<file path="config.mk">
export PLATFORM = sky130hd
export DESIGN_NAME = efpga_ccff_loader_flat
export DESIGN_NICKNAME = d
export VERILOG_FILES = /design/src/rtl/efpga_cfg_pkg.sv /design/src/rtl/efpga_ccff_loader_if.sv /design/src/rtl/efpga_ccff_shifter.sv /design/src/rtl/efpga_ccff_loader.sv /design/src/flat_wrapper.sv
export SDC_FILE = /design/constraint.sdc
export NUM_CORES = 1
export LEC_CHECK = 0
export BUFFER_PORTS_ARGS = -buffer_cell sky130_fd_sc_hd__buf_2
export CAP_MARGIN = 20
export CELL_PAD_IN_SITES_DETAIL_PLACEMENT = 1
export CELL_PAD_IN_SITES_GLOBAL_PLACEMENT = 2
export CORE_MARGIN = 2
export CORE_UTILIZATION = 34
export DETAILED_ROUTE_END_ITERATION = 8
export HOLD_SLACK_MARGIN = 0.03
export PLACE_DENSITY = 0.9
export REMOVE_ABC_BUFFERS = 1
export SLEW_MARGIN = 30
export SYNTH_ARGS = -nofsm -noshare
export SYNTH_HDL_FRONTEND = slang
export SYNTH_SLANG_ARGS = --single-unit
</file>
<file path="constraint.sdc">
create_clock -name CLK0 -period 3.8 [get_ports CLK0]
set_input_delay 0.76 -clock CLK0 [delete_from_list [all_inputs] [get_ports CLK0]]
set_output_delay 0.76 -clock CLK0 [all_outputs]
set_load 0.02 [all_outputs]
</file>
<file path="src/rtl/efpga_cfg_pkg.sv">
// Shared types and constants for the eFPGA configuration-chain loader.
package efpga_cfg_pkg;

  localparam int unsigned CFG_WORD_W        = 32;
  // Wide enough to hold 0..CFG_WORD_W.
  localparam int unsigned CFG_BITS_W        = 6;
  localparam int unsigned CHAIN_LEN_DEFAULT = 2048;

  typedef enum logic [2:0] {
    StIdle,
    StPreset,
    StWaitWord,
    StShift,
    StDone
  } cfg_state_e;

  // Bits of the next word that still belong to the chain: min(word width, remaining).
  function automatic logic [CFG_BITS_W-1:0] word_bits_of(input logic [31:0] remaining);
    if (remaining >= CFG_WORD_W) return CFG_BITS_W'(CFG_WORD_W);
    return remaining[CFG_BITS_W-1:0];
  endfunction

endpackage

</file>
<file path="src/rtl/efpga_ccff_loader_if.sv">
// Bitstream word stream (valid/ready) feeding the configuration-chain loader.
interface efpga_ccff_loader_if;
  import efpga_cfg_pkg::*;

  logic                  word_valid;
  logic [CFG_WORD_W-1:0] word_data;
  logic                  word_ready;

  modport master (output word_valid, output word_data, input word_ready);
  modport slave  (input word_valid, input word_data, output word_ready);

endinterface

</file>
<file path="src/rtl/efpga_ccff_shifter.sv">
// Word shift register, per-word bit counter and chain-tail capture register.
module efpga_ccff_shifter
  import efpga_cfg_pkg::*;
(
  input  logic                  clk,
  input  logic                  rst,
  input  logic                  clear,
  input  logic                  load,
  input  logic [CFG_WORD_W-1:0] load_word,
  input  logic [CFG_BITS_W-1:0] load_bits,
  input  logic                  shift,
  input  logic                  capture,
  input  logic                  tail_bit,
  output logic                  head_bit,
  output logic                  last_bit,
  output logic [CFG_WORD_W-1:0] tail_word
);

  logic [CFG_WORD_W-1:0] sreg_q;
  logic [CFG_BITS_W-1:0] word_bits_q;
  logic [CFG_WORD_W-1:0] tail_q;

  // Load a new word or drop its LSB once it has been presented to the chain.
  always_ff @(posedge clk or posedge rst) begin
    if (rst) begin
      sreg_q      <= '0;
      word_bits_q <= '0;
    end else if (load) begin
      sreg_q      <= load_word;
      word_bits_q <= load_bits;
    end else if (shift) begin
      sreg_q      <= {1'b0, sreg_q[CFG_WORD_W-1:1]};
      word_bits_q <= word_bits_q - 1'b1;
    end
  end

  // Capture the bit leaving the chain tail on every fabric shift; newest bit in MSB.
  always_ff @(posedge clk or posedge rst) begin
    if (rst) begin
      tail_q <= '0;
    end else if (clear) begin
      tail_q <= '0;
    end else if (capture) begin
      tail_q <= {tail_bit, tail_q[CFG_WORD_W-1:1]};
    end
  end

  assign head_bit  = sreg_q[0];
  assign last_bit  = (word_bits_q == CFG_BITS_W'(1));
  assign tail_word = tail_q;

endmodule

</file>
<file path="src/rtl/efpga_ccff_loader.sv">
// Configuration-chain programmer: streams bitstream words LSB first into ccff_head
// while holding the fabric in programming reset, and captures ccff_tail for readback.
module efpga_ccff_loader
  import efpga_cfg_pkg::*;
#(
  parameter int unsigned CHAIN_LEN  = CHAIN_LEN_DEFAULT,
  parameter int unsigned CNT_W      = 24,
  parameter int unsigned RST_CYCLES = 4
) (
  input  logic                  CLK0,
  input  logic                  RESET,
  input  logic                  start_i,
  input  logic                  abort_i,
  efpga_ccff_loader_if.slave    word_if,
  output logic                  ccff_head_o,
  input  logic                  ccff_tail_i,
  output logic                  prog_en_o,
  output logic                  preset_o,
  output logic                  busy_o,
  output logic                  done_o,
  output logic                  error_o,
  output logic [CNT_W-1:0]      bits_loaded_o,
  output logic [CFG_WORD_W-1:0] tail_word_o
);

  localparam int unsigned      RcW       = (RST_CYCLES > 1) ? $clog2(RST_CYCLES) : 1;
  localparam logic [CNT_W-1:0] ChainLenC = CNT_W'(CHAIN_LEN);

  cfg_state_e            state_q, state_d;
  logic [RcW-1:0]        rst_cnt_q, rst_cnt_d;
  logic [CNT_W-1:0]      bits_q, remaining;
  logic                  start_acc, word_load, shift_en, last_shift;
  logic                  head_bit, last_bit;
  logic                  ready_q, prog_en_q, head_q, preset_q, busy_q, done_q, error_q;
  logic [CFG_BITS_W-1:0] load_bits;

  assign remaining  = ChainLenC - bits_q;
  assign load_bits  = word_bits_of(32'(remaining));
  assign last_shift = shift_en && (state_d == StDone);

  // Next-state logic and single-cycle strobes; abort overrides every transition.
  always_comb begin
    state_d   = state_q;
    rst_cnt_d = rst_cnt_q;
    start_acc = 1'b0;
    word_load = 1'b0;
    shift_en  = 1'b0;
    if (abort_i) begin
      state_d = StIdle;
    end else begin
      case (state_q)
        StIdle, StDone: begin
          if (start_i) begin
            state_d   = StPreset;
            rst_cnt_d = RcW'(RST_CYCLES - 1);
            start_acc = 1'b1;
          end
        end
        StPreset: begin
          if (rst_cnt_q == '0) state_d = StWaitWord;
          else                 rst_cnt_d = rst_cnt_q - 1'b1;
        end
        StWaitWord: begin
          if (word_if.word_valid && ready_q) begin
            word_load = 1'b1;
            state_d   = StShift;
          end
        end
        StShift: begin
          shift_en = 1'b1;
          if (last_bit) state_d = (bits_q + 1'b1 == ChainLenC) ? StDone : StWaitWord;
        end
        default: state_d = StIdle;
      endcase
    end
  end

  // State and preset countdown registers.
  always_ff @(posedge CLK0 or posedge RESET) begin
    if (RESET) begin
      state_q   <= StIdle;
      rst_cnt_q <= '0;
    end else begin
      state_q   <= state_d;
      rst_cnt_q <= rst_cnt_d;
    end
  end

  // Registered outputs; the final shift keeps preset/busy high until the chain has it.
  always_ff @(posedge CLK0 or posedge RESET) begin
    if (RESET) begin
      ready_q   <= 1'b0;
      prog_en_q <= 1'b0;
      head_q    <= 1'b0;
      preset_q  <= 1'b1;
      busy_q    <= 1'b0;
      done_q    <= 1'b0;
      error_q   <= 1'b0;
      bits_q    <= '0;
    end else begin
      ready_q   <= (state_d == StWaitWord);
      prog_en_q <= shift_en;
      head_q    <= shift_en & head_bit;
      preset_q  <= (state_d != StDone) || last_shift;
      busy_q    <= (state_d inside {StPreset, StWaitWord, StShift}) || last_shift;
      if (start_acc)                                  done_q <= 1'b0;
      else if (state_q == StDone && state_d == StDone) done_q <= 1'b1;
      if (abort_i)        error_q <= 1'b1;
      else if (start_acc) error_q <= 1'b0;
      if (start_acc)     bits_q <= '0;
      else if (shift_en) bits_q <= bits_q + 1'b1;
    end
  end

  efpga_ccff_shifter u_shifter (
    .clk       (CLK0),
    .rst       (RESET),
    .clear     (start_acc),
    .load      (word_load),
    .load_word (word_if.word_data),
    .load_bits (load_bits),
    .shift     (shift_en),
    .capture   (prog_en_q),
    .tail_bit  (ccff_tail_i),
    .head_bit  (head_bit),
    .last_bit  (last_bit),
    .tail_word (tail_word_o)
  );

  assign word_if.word_ready = ready_q;
  assign ccff_head_o        = head_q;
  assign prog_en_o          = prog_en_q;
  assign preset_o           = preset_q;
  assign busy_o             = busy_q;
  assign done_o             = done_q;
  assign error_o            = error_q;
  assign bits_loaded_o      = bits_q;

endmodule
</file>
<file path="src/flat_wrapper.sv">
// flat-port wrapper written by rule: the top's interface ports become plain ports
module efpga_ccff_loader_flat import efpga_cfg_pkg::*;
#(
  parameter int unsigned CHAIN_LEN  = CHAIN_LEN_DEFAULT,
  parameter int unsigned CNT_W      = 24,
  parameter int unsigned RST_CYCLES = 4
)
  (CLK0, RESET, start_i, abort_i, ccff_head_o, ccff_tail_i, prog_en_o, preset_o, busy_o, done_o, error_o, bits_loaded_o, tail_word_o, word_if_word_valid, word_if_word_data, word_if_word_ready);
  efpga_ccff_loader_if word_if_i ();
  input  logic CLK0;
  input  logic RESET;
  input  logic start_i;
  input  logic abort_i;
  output logic ccff_head_o;
  input  logic ccff_tail_i;
  output logic prog_en_o;
  output logic preset_o;
  output logic busy_o;
  output logic done_o;
  output logic error_o;
  output logic [CNT_W-1:0] bits_loaded_o;
  output logic [CFG_WORD_W-1:0] tail_word_o;
  input wire logic [$bits(word_if_i.word_valid)-1:0] word_if_word_valid;
  input wire logic [$bits(word_if_i.word_data)-1:0] word_if_word_data;
  output wire logic [$bits(word_if_i.word_ready)-1:0] word_if_word_ready;
  assign word_if_i.word_valid = word_if_word_valid;
  assign word_if_i.word_data = word_if_word_data;
  assign word_if_word_ready = word_if_i.word_ready;
  efpga_ccff_loader #(.CHAIN_LEN(CHAIN_LEN), .CNT_W(CNT_W), .RST_CYCLES(RST_CYCLES)) u_core (.CLK0(CLK0), .RESET(RESET), .start_i(start_i), .abort_i(abort_i), .word_if(word_if_i), .ccff_head_o(ccff_head_o), .ccff_tail_i(ccff_tail_i), .prog_en_o(prog_en_o), .preset_o(preset_o), .busy_o(busy_o), .done_o(done_o), .error_o(error_o), .bits_loaded_o(bits_loaded_o), .tail_word_o(tail_word_o));
endmodule
</file>
# After elaboration in Yosys (flattened, before gate mapping)
# Cells that the tools add are included.
# classes
bitwise_logic	2
eq_ne	13
muxes	33
magnitude_cmp	1
reduce_logical	16
add_sub_neg	4
# ops
operator	count
$mux W32	4
$mux W24	2
$add A24 B1 Y24 const B	1
$eq A24 B12 Y1 const B	1
$ge A24 B6 Y1 const B	1
$mux W6	4
$sub A12 B24 Y24 const A	1
$mux W3	6
$mux W1	13
$eq A3 B2 Y1 const B	4
$pmux W3 S4	1
$reduce_bool A2 Y1	6
$eq A3 B1 Y1 const B	2
$eq A3 B3 Y1 const B	2
$eq A6 B1 Y1 const B	1
$sub A6 B1 Y6 const B	1
$mux W2	2
$ne A2 B2 Y1 const B	2
$pmux W2 S2	1
$reduce_and A4 Y1	1
$logic_and A1 B1 Y1	3
$logic_not A3 Y1	1
$ne A3 B3 Y1 const B	1
$reduce_bool A3 Y1	1
6 further kinds	7
# word_totals
register_bits	106
elab_cells	82
out_inout_bits	63
input_bits	38

# Longest topological paths before layout
# logic_depth
depth_word	10
mapped_depth	9
depth_no_buf	8

# By module
# Synthesis repeated with hierarchy kept, for this count alone.
# hier_totals
hier_cells	623
area_unflattened_um2	5898.2
# by_module_without_submodules
mod	instances	seq_area_each_um2	cells_each	area_each_um2
efpga_ccff_shifter	1	1751.7	281	3139.3
efpga_ccff_loader	1	902.1	342	2758.9

# Worst setup path after synthesis
# Ideal clock, no wire load.
# synth_timing
kind	register to register
from	reg u_core.bits_q[3] (netlist: u_core.bits_loaded_o[3])
to	reg u_core.ready_q (netlist: u_core.word_if.word_ready)
t_arrival_ns	2.261
synth_period_minus_slack_ns	2.394
required_time_ns	3.667
stages_incl_launch_ff	8
path_slack_ns	1.406
setup_ns	0.133
path_buffers	1
cell_sequence	dfrtp_1 buf_6 or4_4 nor4_2 a21oi_1 or4_1 a211oi_2 a211oi_1
# synth_via
elab_chain_len	7
# synth_rtl
element	line_no	source
from (decl)	efpga_ccff_loader.sv:31	logic [CNT_W-1:0] bits_q, remaining;
from (signal assigned)	efpga_ccff_loader.sv:111	else if (shift_en) bits_q <= bits_q + 1'b1;
$add A24 B1 Y24	efpga_ccff_loader.sv:71	if (last_bit) state_d = (bits_q + 1'b1 == ChainLenC) ? StDone : StWaitWord;
$eq A24 B12 Y1	efpga_ccff_loader.sv:71	
$mux W3 (2 in series)	efpga_ccff_loader.sv:71	
$pmux W3 S4	efpga_ccff_loader.sv:51	case (state_q)
$mux W3	efpga_ccff_loader.sv:48	if (abort_i) begin
$eq A3 B2 Y1	efpga_ccff_loader.sv:101	ready_q <= (state_d == StWaitWord);
to (signal assigned)	efpga_ccff_loader.sv:101	
to (decl)	efpga_ccff_loader.sv:34	logic ready_q, prog_en_q, head_q, preset_q, busy_q, done_q, error_q;
# No other way between the ends.
# A chain may end at the register's enable or synchronous reset.

# Final worst setup path
# layout_timing
from	reg u_core.bits_q[4] (netlist: u_core.bits_loaded_o[4])
to	reg u_core.ready_q (netlist: u_core.word_if.word_ready)
# Same word-level chain as after synthesis.

==> reports/metrics.yaml <==
cts:
  cts_made_buffers: 9
  root_buffer: "clkbuf_16"
  cts_sinks: 106
  cts_tree: "built"
  clk_latency_ns: 0.36
  cts.clk_slew.worst_paths_ns: 0.08
  cts_resized: 0
  cts_max_path_buffers: 2
  postCtsHoldBufs: 0
  post-cts-setup-buffers: 0
  h-tree-depth: 3
power:
  p_int_mw: 1.71
  switching_share_pct: 27.5
  pwr-share-comb_pct: 8.8
  total_power_mw: 2.36
  peakVddDrop_mv: 0.264
  power_frac_seq_pct: 50.7
  p_clk_share_pct: 40.5
  p_per_area_nw_per_um2: 357
  p_leak_nw: 3.26
  switching_power_mw: 0.648
synth:
  synth_edf_count: 0
  synthFlopType: "dfrtp_1"
  synth_cell_types: 63
  synth_top_area_share_pct: 46.6
  synth_area_leader_cell: "dfrtp_1"
  ys_seq_elements: 106
  syn_area_um2: 5640
  synth-seq-area-share_pct: 47.1
  syn_inst: 618
  yosysWarnings: 0
  synth.area.top_cells: "dfrtp_1 (47%), mux2i_1 (6.4%), nand2_1 (6.1%), nor2_1 (4.5%), a22oi_1 (4.4%)"
  syn_area_per_cell_um2: 9.12
  synthArstFlopShare_pct: 100
route:
  wl_per_cell_um: 17.3
  drc: 0
  finalWirelength_um: 15900
  drt_iter0_drc: 237
  drtAntennaViolNets: 0
  vias: 5025
  via_per_inst: 5.50
  dr.pass1.iters: 4
place:
  dp_hpwl_um: 11100
  post-place-ws_ns: 1.04
  io_buffers: 100
  gp_congestion: 0.847
  dp_cells: 898
sta:
  grt_setup_unrepaired: "no"
  setup_tns_ns: 0
  min_period_ns: 2.81
  final_hold_viol_count: 0
  worst_slew_pin_slew_ns: 0.912
  fin_ws_ns: 0.986
  slew_viol_final: 0
  setup_viol: 0
  skew_ns: 0.00991
  fmax_ghz: 0.355
  max-slew-margin-rel_pct: 39.2
  post-route-period-util_pct: 74.1
global_routing:
  grt_pass1_wl_um: 26800
  first_global_vias: 5224
  grt_antenna_before_repair: 0
  overflow: 0
  grtUsageTotal_pct: 18.6
  grt_max_degree: 54
critical_path:
  critical_path_buf_inv_count: 0
  cpPeakStageDelay_ns: 0.61
  critPathKind: "flop to flop"
  path_delay_family: "simple AND/OR/NAND/NOR gates"
  end_kind: "flop"
  start_kind: "flop"
  crit_path_max_fanout: 14
  cp_data_arrival_time_ns: 3.05
  crit_slowest_cell: "dfrtp_1"
  worstPathCellList: "nand4_2 -> nor4_1 -> xor2_1 -> or4_1 -> a211oi_2 -> a211oi_1"
  worstPathRequired_ns: 4.03
finish:
  seqCellArea_um2: 2660
  area_growth_pct: 17.2
  antenna_cells: 0
  multi_input_area_um2: 2720
  nNetsFinal: 733
  layout.cells.non_filler: 914
  fillCellCount: 1956
  drive_gt1_share_pct: 20.9
floorplanning:
  row_count: 47
  die_y_um: 133
  start_util_pct: 34.4
  die-area_um2: 17600
  die_x_um: 133
  core_um2: 16400
  ios: 101
outcome:
  outcome: "complete, no violations"
hold_path:
  holdCritPathClass: "flop to flop"
flow_run:
  cap_violations: 0
-- synth_stat cells (all sizes together), types with 3 or more instances --
master,count
o31ai,10
nor4,11
ha,6
inv,13
or3,6
nand3,11
and3,7
nor2,67
a21oi,15
clkbuf,43
o211ai,3
a41o,4
xnor2,9
nand2,92
a22oi,33
nor3,18
nand4,11
mux2i,36
dfrtp,105
o21ai,41
buf,10
o2111ai,3
or4,7
a211oi,3
xor2,7
a31oi,11
and2,4
-- cell type report --
| cell class | count | share of cell area, % |
|---|---|---|
| inverters | 13 | 0.776 |
| flip-flops and latches | 106 | 40.2 |
| well taps | 220 | 4.17 |
| multi-input cells | 446 | 41.2 |
| clock inverters | 7 | 1.21 |
| repair buffers | 113 | 9.05 |
| clock buffers | 9 | 3.41 |
-- power groups by stage --
| stage | Sequential [mW] | Combinational [mW] | Clock, mW |
|---|---|---|---|
| 2_1_floorplan | 1.21 | 0.128 | 0 |
| 3_3_place_gp | 1.21 | 0.200 | 0 |
| 3_5_place_dp | 1.22 | 0.211 | 0 |
| 4_1_cts | 1.19 | 0.212 | 0.989 |
| 5_1_grt | 1.20 | 0.237 | 1.03 |
| 6_report | 1.20 | 0.208 | 0.957 |
-- layout by cell type (no fill, tap or decap), types with 3 or more instances in the layout --
master / synthesis / routed
dfrtp_1: 105 / 104
buf_2: 5 / 100
nand2_1: 92 / 92
nor2_1: 67 / 66
o21ai_0: 41 / 41
mux2i_1: 36 / 36
a22oi_1: 33 / 33
nor3_1: 17 / 16
a21oi_1: 15 / 15
buf_4: 2 / 13
nand3_1: 11 / 11
a31oi_1: 11 / 11
inv_1: 13 / 11
nand4_1: 10 / 10
o31ai_1: 10 / 10
xnor2_1: 9 / 9
clkbuf_16: 0 / 9
and3_1: 7 / 7
nor4_1: 7 / 7
xor2_1: 7 / 7
or3_1: 6 / 6
or4_1: 6 / 6
ha_1: 6 / 6
and2_1: 3 / 4
a41o_1: 4 / 4
o2111ai_1: 3 / 3
o211ai_1: 3 / 3
nor4_2: 3 / 3
-- per-layer routing --
layer	wire length, um	track usage [%]
met1	7210	24.8
met2	7750	30.9
met3	671	3.18
met4	227	5.85
met5	0	0
-- worst register-to-register path, stage by stage, from the launching register on --
cell,delay (ns)
dfrtp_1,0.61
nand4_2,0.34
nor4_1,0.60
xor2_1,0.13
or4_1,0.59
a211oi_2,0.30
a211oi_1,0.12
-- registers in the layout, indices dropped and copies added, names as in the netlist --
| signal | cells |
|---|---|
| u_core.u_shifter.sreg_q | 32 |
| u_core.u_shifter.tail_word | 32 |
| u_core.bits_loaded_o | 24 |
| u_core.u_shifter.word_bits_q | 6 |
| u_core.state_q | 3 |
| u_core.rst_cnt_q | 2 |
| u_core.busy_o | 1 |
| u_core.ccff_head_o | 1 |
| u_core.done_o | 1 |
| u_core.error_o | 1 |
| u_core.preset_o | 1 |
| u_core.prog_en_o | 1 |
| u_core.word_if.word_ready | 1 |
-- metrics by stage --
| stage | cell area, um2 | hold WS [ns] | util, % |
|---|---|---|---|
| 2_1_floorplan | 5420 | 0.438 | - |
| 3_3_place_gp | 6300 | 0.453 | 38.4 |
| 3_5_place_dp | 6300 | 0.464 | 38.4 |
| 4_1_cts | 6610 | 0.486 | 40.3 |
| 5_1_grt | 6610 | 0.508 | 40.3 |
| 6_report | 6610 | 0.482 | 40.3 |
-- final timing paths --
kind                            depth (start not counted)                                      end                                     from  slack, ns
min in group asynchronous                               2                  u_core.busy_o$_DFF_PP0_                                    RESET       0.51
max in group asynchronous                               3   u_core.u_shifter.sreg_q[6]$_DFFE_PP0P_                                    RESET       2.52
worst min register to register                          2  u_core.u_shifter.sreg_q[23]$_DFFE_PP0P_  u_core.u_shifter.sreg_q[23]$_DFFE_PP0P_       0.48
worst max register to register                          6      u_core.word_if.word_ready$_DFF_PP0_      u_core.bits_loaded_o[4]$_DFFE_PP0P_       0.99
worst min-delay path                                    2  u_core.u_shifter.sreg_q[23]$_DFFE_PP0P_  u_core.u_shifter.sreg_q[23]$_DFFE_PP0P_       0.48
worst max-delay path                                    6      u_core.word_if.word_ready$_DFF_PP0_      u_core.bits_loaded_o[4]$_DFFE_PP0P_       0.99
-- cells by family after synthesis --
group | Yosys count | synth area share [%]
and+or+nand+nor | 248 | 21.3
AOI/OAI and AO/OA | 140 | 16.7
DFF | 106 | 47.1
buffers and inverters | 66 | 4.77
muxes | 36 | 6.39
xor gates and xnor gates | 16 | 2.49
adders and majority gates | 6 | 1.33
Power figures use the tool's default switching activity.
